$ cat src/rtl/pmp_arb_pkg.sv
// Shared types for the arbitrated PMP/DMP checker: request operands, CSR
// layouts and the reconfiguration FSM states.
package pmp_arb_pkg;

  localparam int unsigned CHK_PLEN = 34;

  typedef enum logic [2:0] {
    ACCESS_NONE  = 3'b000,
    ACCESS_READ  = 3'b001,
    ACCESS_WRITE = 3'b010,
    ACCESS_EXEC  = 3'b100
  } pmp_access_t;

  typedef enum logic [1:0] {
    PRIV_LVL_U = 2'b00,
    PRIV_LVL_S = 2'b01,
    PRIV_LVL_M = 2'b11
  } priv_lvl_t;

  // DOMI is the wildcard domain: it matches any entry domain.
  typedef enum logic [1:0] {DOMI = 2'd0, D1 = 2'd1, D2 = 2'd2, D3 = 2'd3} dmp_domain_t;

  typedef enum logic [1:0] {PMP_OFF, PMP_TOR, PMP_NA4, PMP_NAPOT} pmp_addr_mode_t;

  typedef struct packed {
    logic           locked;
    logic [1:0]     reserved;
    pmp_addr_mode_t addr_mode;
    logic [2:0]     access_type;  // {x, w, r}
  } pmpcfg_t;

  typedef struct packed {
    logic [5:0]  reserved;
    dmp_domain_t dom;
  } dmpcfg_t;

  typedef enum logic [1:0] {RUN, DRAIN, HOLD} pmp_arb_state_e;

  typedef struct packed {
    logic [CHK_PLEN-1:0] addr;
    pmp_access_t         access_type;
    priv_lvl_t           priv_lvl;
    dmp_domain_t         expected_dom;
  } pmp_chk_req_t;

  function automatic logic dom_ok(dmp_domain_t entry_dom, dmp_domain_t exp_dom);
    return (exp_dom == DOMI) || (entry_dom == DOMI) || (entry_dom == exp_dom);
  endfunction

endpackage

$ cat src/rtl/pmp_check_arbiter_pmp.sv
// Combinational PMP/DMP checker: lowest-numbered matching entry decides;
// no match allows only M-mode.
module pmp import pmp_arb_pkg::*; #(
  parameter int unsigned PLEN       = 34,
  parameter int unsigned PMP_LEN    = 32,
  parameter int unsigned NR_ENTRIES = 4
) (
  input  logic [PLEN-1:0]          addr_i,
  input  pmp_access_t              access_type_i,
  input  priv_lvl_t                priv_lvl_i,
  input  dmp_domain_t              expected_dom_i,
  input  logic [15:0][PMP_LEN-1:0] conf_addr_i,
  input  pmpcfg_t [15:0]           conf_i,
  input  dmpcfg_t [15:0]           dmpconf_i,
  output logic                     allow_o
);

  logic [PMP_LEN-1:0]    word;
  logic [NR_ENTRIES-1:0] hit;
  logic                  unused_cfg;

  assign word       = PMP_LEN'(addr_i >> 2);
  assign unused_cfg = ^{conf_addr_i, conf_i, dmpconf_i, addr_i};

  for (genvar i = 0; i < NR_ENTRIES; i++) begin : g_entry
    logic [PMP_LEN-1:0] lo;
    logic [PMP_LEN-1:0] mask;

    if (i == 0) begin : g_first
      assign lo = '0;
    end else begin : g_rest
      assign lo = conf_addr_i[i-1];
    end

    // NAPOT: trailing ones in pmpaddr size the region; those bits plus one are don't-care.
    always_comb begin
      logic ones;
      ones = 1'b1;
      mask = '1;
      for (int b = 0; b < int'(PMP_LEN); b++) begin
        mask[b] = !(ones && conf_i[i].addr_mode == PMP_NAPOT);
        ones    = ones & conf_addr_i[i][b];
      end
    end

    assign hit[i] = (conf_i[i].addr_mode == PMP_TOR) ? ((word >= lo) && (word < conf_addr_i[i])) :
                    (conf_i[i].addr_mode == PMP_OFF) ? 1'b0 :
                    (((word ^ conf_addr_i[i]) & mask) == '0);
  end

  // Walk high to low so the lowest matching entry wins.
  always_comb begin
    allow_o = (priv_lvl_i == PRIV_LVL_M);
    for (int i = int'(NR_ENTRIES) - 1; i >= 0; i--) begin
      if (hit[i]) begin
        if (priv_lvl_i == PRIV_LVL_M && !conf_i[i].locked) allow_o = 1'b1;
        else allow_o = ((3'(access_type_i) & conf_i[i].access_type) == 3'(access_type_i)) &&
                       dom_ok(dmpconf_i[i].dom, expected_dom_i);
      end
    end
  end

endmodule

$ cat src/rtl/pmp_check_arbiter.sv
// Round-robin sharing of one PMP checker across requesters, two-stage
// pipeline, and a drain/hold handshake for PMP/DMP reconfiguration.
module pmp_check_arbiter import pmp_arb_pkg::*; #(
  parameter int unsigned PLEN       = CHK_PLEN,
  parameter int unsigned PMP_LEN    = 32,
  parameter int unsigned NR_ENTRIES = 4,
  parameter int          NR_REQ     = 3
) (
  input  logic                           clk_i,
  input  logic                           rst_i,
  input  logic                           flush_i,
  input  logic [NR_REQ-1:0]              req_i,
  input  logic [NR_REQ-1:0][PLEN-1:0]    addr_i,
  input  pmp_access_t [NR_REQ-1:0]       access_type_i,
  input  priv_lvl_t [NR_REQ-1:0]         priv_lvl_i,
  input  dmp_domain_t [NR_REQ-1:0]       expected_dom_i,
  output logic [NR_REQ-1:0]              gnt_o,
  output logic [NR_REQ-1:0]              rsp_valid_o,
  output logic                           rsp_allow_o,
  input  logic [15:0][PMP_LEN-1:0]       conf_addr_i,
  input  pmpcfg_t [15:0]                 pmpconf_i,
  input  dmpcfg_t [15:0]                 dmpconf_i,
  input  logic                           cfg_upd_req_i,
  output logic                           cfg_upd_ack_o
);

  localparam int PTR_W = (NR_REQ > 1) ? $clog2(NR_REQ) : 1;

  pmp_arb_state_e    state_q, state_d;
  logic [PTR_W-1:0]  rr_ptr_q, rr_ptr_d;
  logic              s1_valid_q, s1_valid_d, s2_valid_q, s2_valid_d;
  logic [NR_REQ-1:0] s1_id_q, s1_id_d, s2_id_q, s2_id_d;
  pmp_chk_req_t      s1_req_q, s1_req_d;
  logic              s2_allow_q, s2_allow_d;
  logic              grant_en, found, pmp_allow;
  logic [PTR_W-1:0]  sel;

  // Grants are also blocked during reset so nothing is consumed and then lost.
  always_comb begin
    grant_en = (state_q == RUN) && !cfg_upd_req_i && !flush_i && !rst_i;
    gnt_o    = '0;
    sel      = '0;
    found    = 1'b0;
    s1_req_d = s1_req_q;
    for (int i = 0; i < NR_REQ; i++) begin
      if (!found && req_i[i] && i >= int'(rr_ptr_q)) begin
        found = 1'b1;
        sel   = PTR_W'(i);
      end
    end
    for (int i = 0; i < NR_REQ; i++) begin
      if (!found && req_i[i]) begin
        found = 1'b1;
        sel   = PTR_W'(i);
      end
    end
    for (int i = 0; i < NR_REQ; i++) begin
      gnt_o[i] = grant_en && found && (int'(sel) == i);
      if (gnt_o[i]) begin
        s1_req_d.addr         = CHK_PLEN'(addr_i[i]);
        s1_req_d.access_type  = access_type_i[i];
        s1_req_d.priv_lvl     = priv_lvl_i[i];
        s1_req_d.expected_dom = expected_dom_i[i];
      end
    end
  end

  assign rr_ptr_d   = (|gnt_o) ? ((int'(sel) == NR_REQ - 1) ? '0 : sel + 1'b1) : rr_ptr_q;
  assign s1_valid_d = |gnt_o;
  assign s1_id_d    = gnt_o;
  assign s2_valid_d = s1_valid_q && !flush_i;
  assign s2_id_d    = s1_id_q;
  assign s2_allow_d = pmp_allow;

  always_comb begin
    state_d = state_q;
    unique case (state_q)
      RUN:     if (cfg_upd_req_i) state_d = DRAIN;
      DRAIN:   if (!cfg_upd_req_i) state_d = RUN;
               else if (!s1_valid_q && !s2_valid_q) state_d = HOLD;
      HOLD:    if (!cfg_upd_req_i) state_d = RUN;
      default: state_d = RUN;
    endcase
  end

  always_ff @(posedge clk_i or posedge rst_i) begin
    if (rst_i) begin
      state_q    <= RUN;
      rr_ptr_q   <= '0;
      s1_valid_q <= 1'b0;
      s1_id_q    <= '0;
      s1_req_q   <= '0;
      s2_valid_q <= 1'b0;
      s2_id_q    <= '0;
      s2_allow_q <= 1'b0;
    end else begin
      state_q    <= state_d;
      rr_ptr_q   <= rr_ptr_d;
      s1_valid_q <= s1_valid_d;
      s1_id_q    <= s1_id_d;
      s1_req_q   <= s1_req_d;
      s2_valid_q <= s2_valid_d;
      s2_id_q    <= s2_id_d;
      s2_allow_q <= s2_allow_d;
    end
  end

  pmp #(
    .PLEN       (CHK_PLEN),
    .PMP_LEN    (PMP_LEN),
    .NR_ENTRIES (NR_ENTRIES)
  ) i_pmp (
    .addr_i         (s1_req_q.addr),
    .access_type_i  (s1_req_q.access_type),
    .priv_lvl_i     (s1_req_q.priv_lvl),
    .expected_dom_i (s1_req_q.expected_dom),
    .conf_addr_i    (conf_addr_i),
    .conf_i         (pmpconf_i),
    .dmpconf_i      (dmpconf_i),
    .allow_o        (pmp_allow)
  );

  assign rsp_valid_o   = s2_valid_q ? s2_id_q : '0;
  assign rsp_allow_o   = s2_allow_q;
  assign cfg_upd_ack_o = (state_q == HOLD);

endmodule
$ cat config.mk
export PLATFORM = sky130hd
export DESIGN_NAME = pmp_check_arbiter
export DESIGN_NICKNAME = d
export VERILOG_FILES = /design/src/rtl/pmp_arb_pkg.sv /design/src/rtl/pmp_check_arbiter_pmp.sv /design/src/rtl/pmp_check_arbiter.sv
export SDC_FILE = /design/constraint.sdc
export NUM_CORES = 1
export LEC_CHECK = 0
export ABC_AREA = 1
export BUFFER_PORTS_ARGS = -buffer_cell sky130_fd_sc_hd__buf_2
export CAP_MARGIN = 25
export CORE_AREA = 2 2 350 352
export DETAILED_ROUTE_END_ITERATION = 16
export DIE_AREA = 0 0 352 354
export GPL_TIMING_DRIVEN = 0
export SKIP_CTS_REPAIR_TIMING = 1
export SYNTH_ARGS = -nofsm -noshare
export SYNTH_HDL_FRONTEND = slang
export SYNTH_SLANG_ARGS = --single-unit
$ cat constraint.sdc
create_clock -name clk_i -period 3.8 [get_ports clk_i]
set_input_delay 1.14 -clock clk_i [delete_from_list [all_inputs] [get_ports clk_i]]
set_output_delay 1.14 -clock clk_i [all_outputs]
set_load 0.01 [all_outputs]
==> reports/results.ini <==
[run_status]
result_of_the_run=finished with violations
violations=setup timing

[worst_hold_path]
hold_path_class=reg -> reg
hold_path.startpoint=s1_id_q[0]$_DFF_PP0_
hold_depth=0
hold-path-endpoint=s2_id_q[0]$_DFF_PP0_

[clock_tree]
clk_pin_slew_ns=0.09
htree_num_levels=2
clk_latency_ns=0.33
cts_root_buf=clkbuf_16
tritoncts_num_sinks=52
cts_tree=built
clock_path_buffers=2
numCtsBuffers=5

[worst_setup_path]
cp-end-kind=primary output
reg2reg_depth=15
critical-path-slowest-cell=nor4_2
r2r_setup_slack_ns=0.14
worst_path_dominant_cell_family=simple AND/OR/NAND/NOR gates
crit-reg2reg-launch=s1_req_q[10]$_DFFE_PP0P_
worst-endpoint-required_ns=2.66
r2r-end=rsp_allow_o$_DFF_PP0_
criticalPathCategory=in -> out
crit_buf_inv=7
crit_path_cell_trace=buf_6 > inv_4 > nor3_4 > inv_2 > nand3_4 > o2111ai_4 > nand2_2 > nor3_2 > nor4_2 > buf_4 > buf_8 > nand4_1 > inv_2 > buf_6
timing.critical_path.slowest_cell_delay_ns=0.23
crit_path_start_kind=input port
cp_data_arrival_time_ns=2.84
critPathMaxFanout=4

[placement]
routabilityCongestion=0.927
numPortBuffers=291
setup_slack_after_placement_ns=-0.948
dpl.hpwl_um=51100

[logic_synthesis]
async_set_or_reset_flop_fraction_in_the_synthesized_netlist_pct=100
synth.top_cell.area_share_pct=19.4
synth_edf_count=0
yosysSeqAreaShare_pct=15.7
syn_area_um2=8270
netlist_top_cells_area=ha_1, dfrtp_1, inv_1
ys_dominant_reg_cell=dfrtp_1
synth_cell_types=44
syn_area_per_cell_um2=6.41
synth_cells=1290
number_of_warnings_printed_during_yosys_synthesis=0
ys_seq_elements=52
mappedNetlistNets=2316
synth_largest_area_cell=ha_1

[route]
firstDrtPassIters=5
routed_via_density=3.13
ant_nets=0
post_drt_wl_per_cell_um=17.2
drc=0
dr_total_vias=10200
detail_route.iter0.violations=692
detail_route.wirelength_um=55900

[sta]
setup_viol=4
hold_viol=0
slew_headroom_pct=37.1
total_count_of_max_transition_violations_in_the_final_report=0
post-route-period-util_pct=105
maximum_operating_frequency_mhz=251
grt_setup_unrepaired=yes
setup_slack_ns=-0.180
fin_skew_ns=0.0156
worst_pin_slew_ns=0.940
post-route-min-period_ns=3.98

[run]
max-cap-violations=0

[floorplanning]
fp.coreArea_um2=121000
floorplan.die_area_um2=125000
height_of_the_die_um=354
floorplan.die.width_um=352
rows=128
initial_core_util_pct=6.84
ioPinCount=906

[power]
cellLeakagePower_nw=6.20
vdd_ir_drop_max_v=0.000169
cellPowerDensity_nw_per_um2=348

[finish]
finalCoreUtilization_pct=10.4
final_stage_net_count=2640
area_growth_syn_to_layout_pct=52.1
final_layout_size_suffix_gt1_share_pct=27.4
final_common_cell=buf_2
most-common-layout-cells=buf_2, inv_1, nand2_1

[global_route]
antenna_found_initial=112
via_count_of_the_first_global_routing_pass=9428
grt_pass1_wl_um=74400
groute.usage.overall_pct=8.75
grt-ovfl-total=0
pin_count_of_the_biggest_net_entering_global_routing=28

==> layer usage <==
layer  share of wire, %  track usage (%)  routed length [um]  vias to the layer above
li1                   -                -                   -                     4924
met1                 50             12.9               27700                     4528
met2                 34             11.2               19000                      559
met3                 14             4.35                7650                      121
met4                2.1             1.36                1200                       46
met5               0.51                0                 287                        -
==> synth_stat cells, types with 2 or more instances <==
master,n
o211ai_1,43
xor2_1,4
nand3_1,79
nor2_1,82
nand2_1,260
nand4_4,6
o21ai_1,34
or2_1,7
o2111ai_1,7
a31oi_1,2
clkinv_1,5
nor4_1,7
o21ai_0,33
nand2_2,5
dfrtp_1,52
nand4_1,40
a211oi_1,6
o22ai_1,4
nor2_4,13
nand3_2,3
nand3b_1,2
or2_0,3
o21bai_1,18
clkbuf_1,23
a21oi_1,61
a31o_2,2
ha_1,128
nor3_1,19
inv_2,15
nand4_2,12
o32ai_1,3
or2_2,5
inv_1,287
nor2_2,10
==> worst max path at each step <==
stage,to,cells after the start,from,slack [ns]
final,gnt_o[0],14,req_i[0],-0.18
after global routing,rsp_allow_o$_DFF_PP0_,24,conf_addr_i[63],-0.34
after CTS,gnt_o[2],13,req_i[0],-0.85
after detailed placement,rsp_allow_o$_DFF_PP0_,17,conf_addr_i[1],-0.95
after global placement,rsp_allow_o$_DFF_PP0_,15,conf_addr_i[30],-1.50
after floorplan,gnt_o[1],11,req_i[0],0.06
==> metrics by stage <==
stage / instance area, um2 / TNS [ns] / hold slack [ns] / total power [W] / cells
after floorplan: 8270 / 0 / 0.331 / 0.00255 / 1290
after global placement: 11800 / -9.95 / 0.332 / 0.00360 / 3206
after detailed placement: 11800 / -7.74 / 0.336 / 0.00366 / 3210
after CTS: 12000 / -3.47 / 0.358 / 0.00422 / 3218
after global routing: 12600 / -1.05 / 0.363 / 0.00483 / 3242
final: 12600 / -0.529 / 0.355 / 0.00437 / 3253
==> where the power goes <==
part           switching (W)  internal (W)  total [W]
clock network       0.000279      0.000251   0.000530
logic                0.00161       0.00107    0.00268
registers           0.000449      0.000717    0.00117
total                0.00234       0.00204    0.00437
==> area by class of cell <==
| cell class | instances | area [um2] |
|---|---|---|
| Fill cell | 14200 | 108000 |
| Multi-Input combinational cell | 907 | 6030 |
| Tap cell | 1625 | 2030 |
| Timing Repair Buffer | 317 | 1750 |
| Sequential cell | 52 | 1300 |
| Inverter | 307 | 1170 |
| Buffer | 24 | 129 |
| Clock buffer | 5 | 125 |
| Antenna cell | 13 | 32.5 |
| Clock inverter | 3 | 26.3 |
==> flip-flops by register name (all words and copies together) (netlist names) <==
name / count
s1_req_q: 39
rr_ptr_q: 2
rsp_allow_o: 1
s1_id_q: 3
state_q: 2
s2_id_q: 3
s1_valid_q: 1
s2_valid_q: 1
==> kinds of logic (layout without fill, tap and decap cells) <==
group | Yosys count | in the layout | share of synthesized area, %
simple gates | 554 | 554 | 33.1
other cells | 0 | 13 | 0
xor+xnor | 4 | 4 | 0.423
buf+inv | 331 | 656 | 15.0
fa+ha+maj | 128 | 128 | 19.4
compound gates | 221 | 221 | 16.4
flops | 52 | 52 | 15.7
Note: power is estimated with default switching activity, not from simulation.
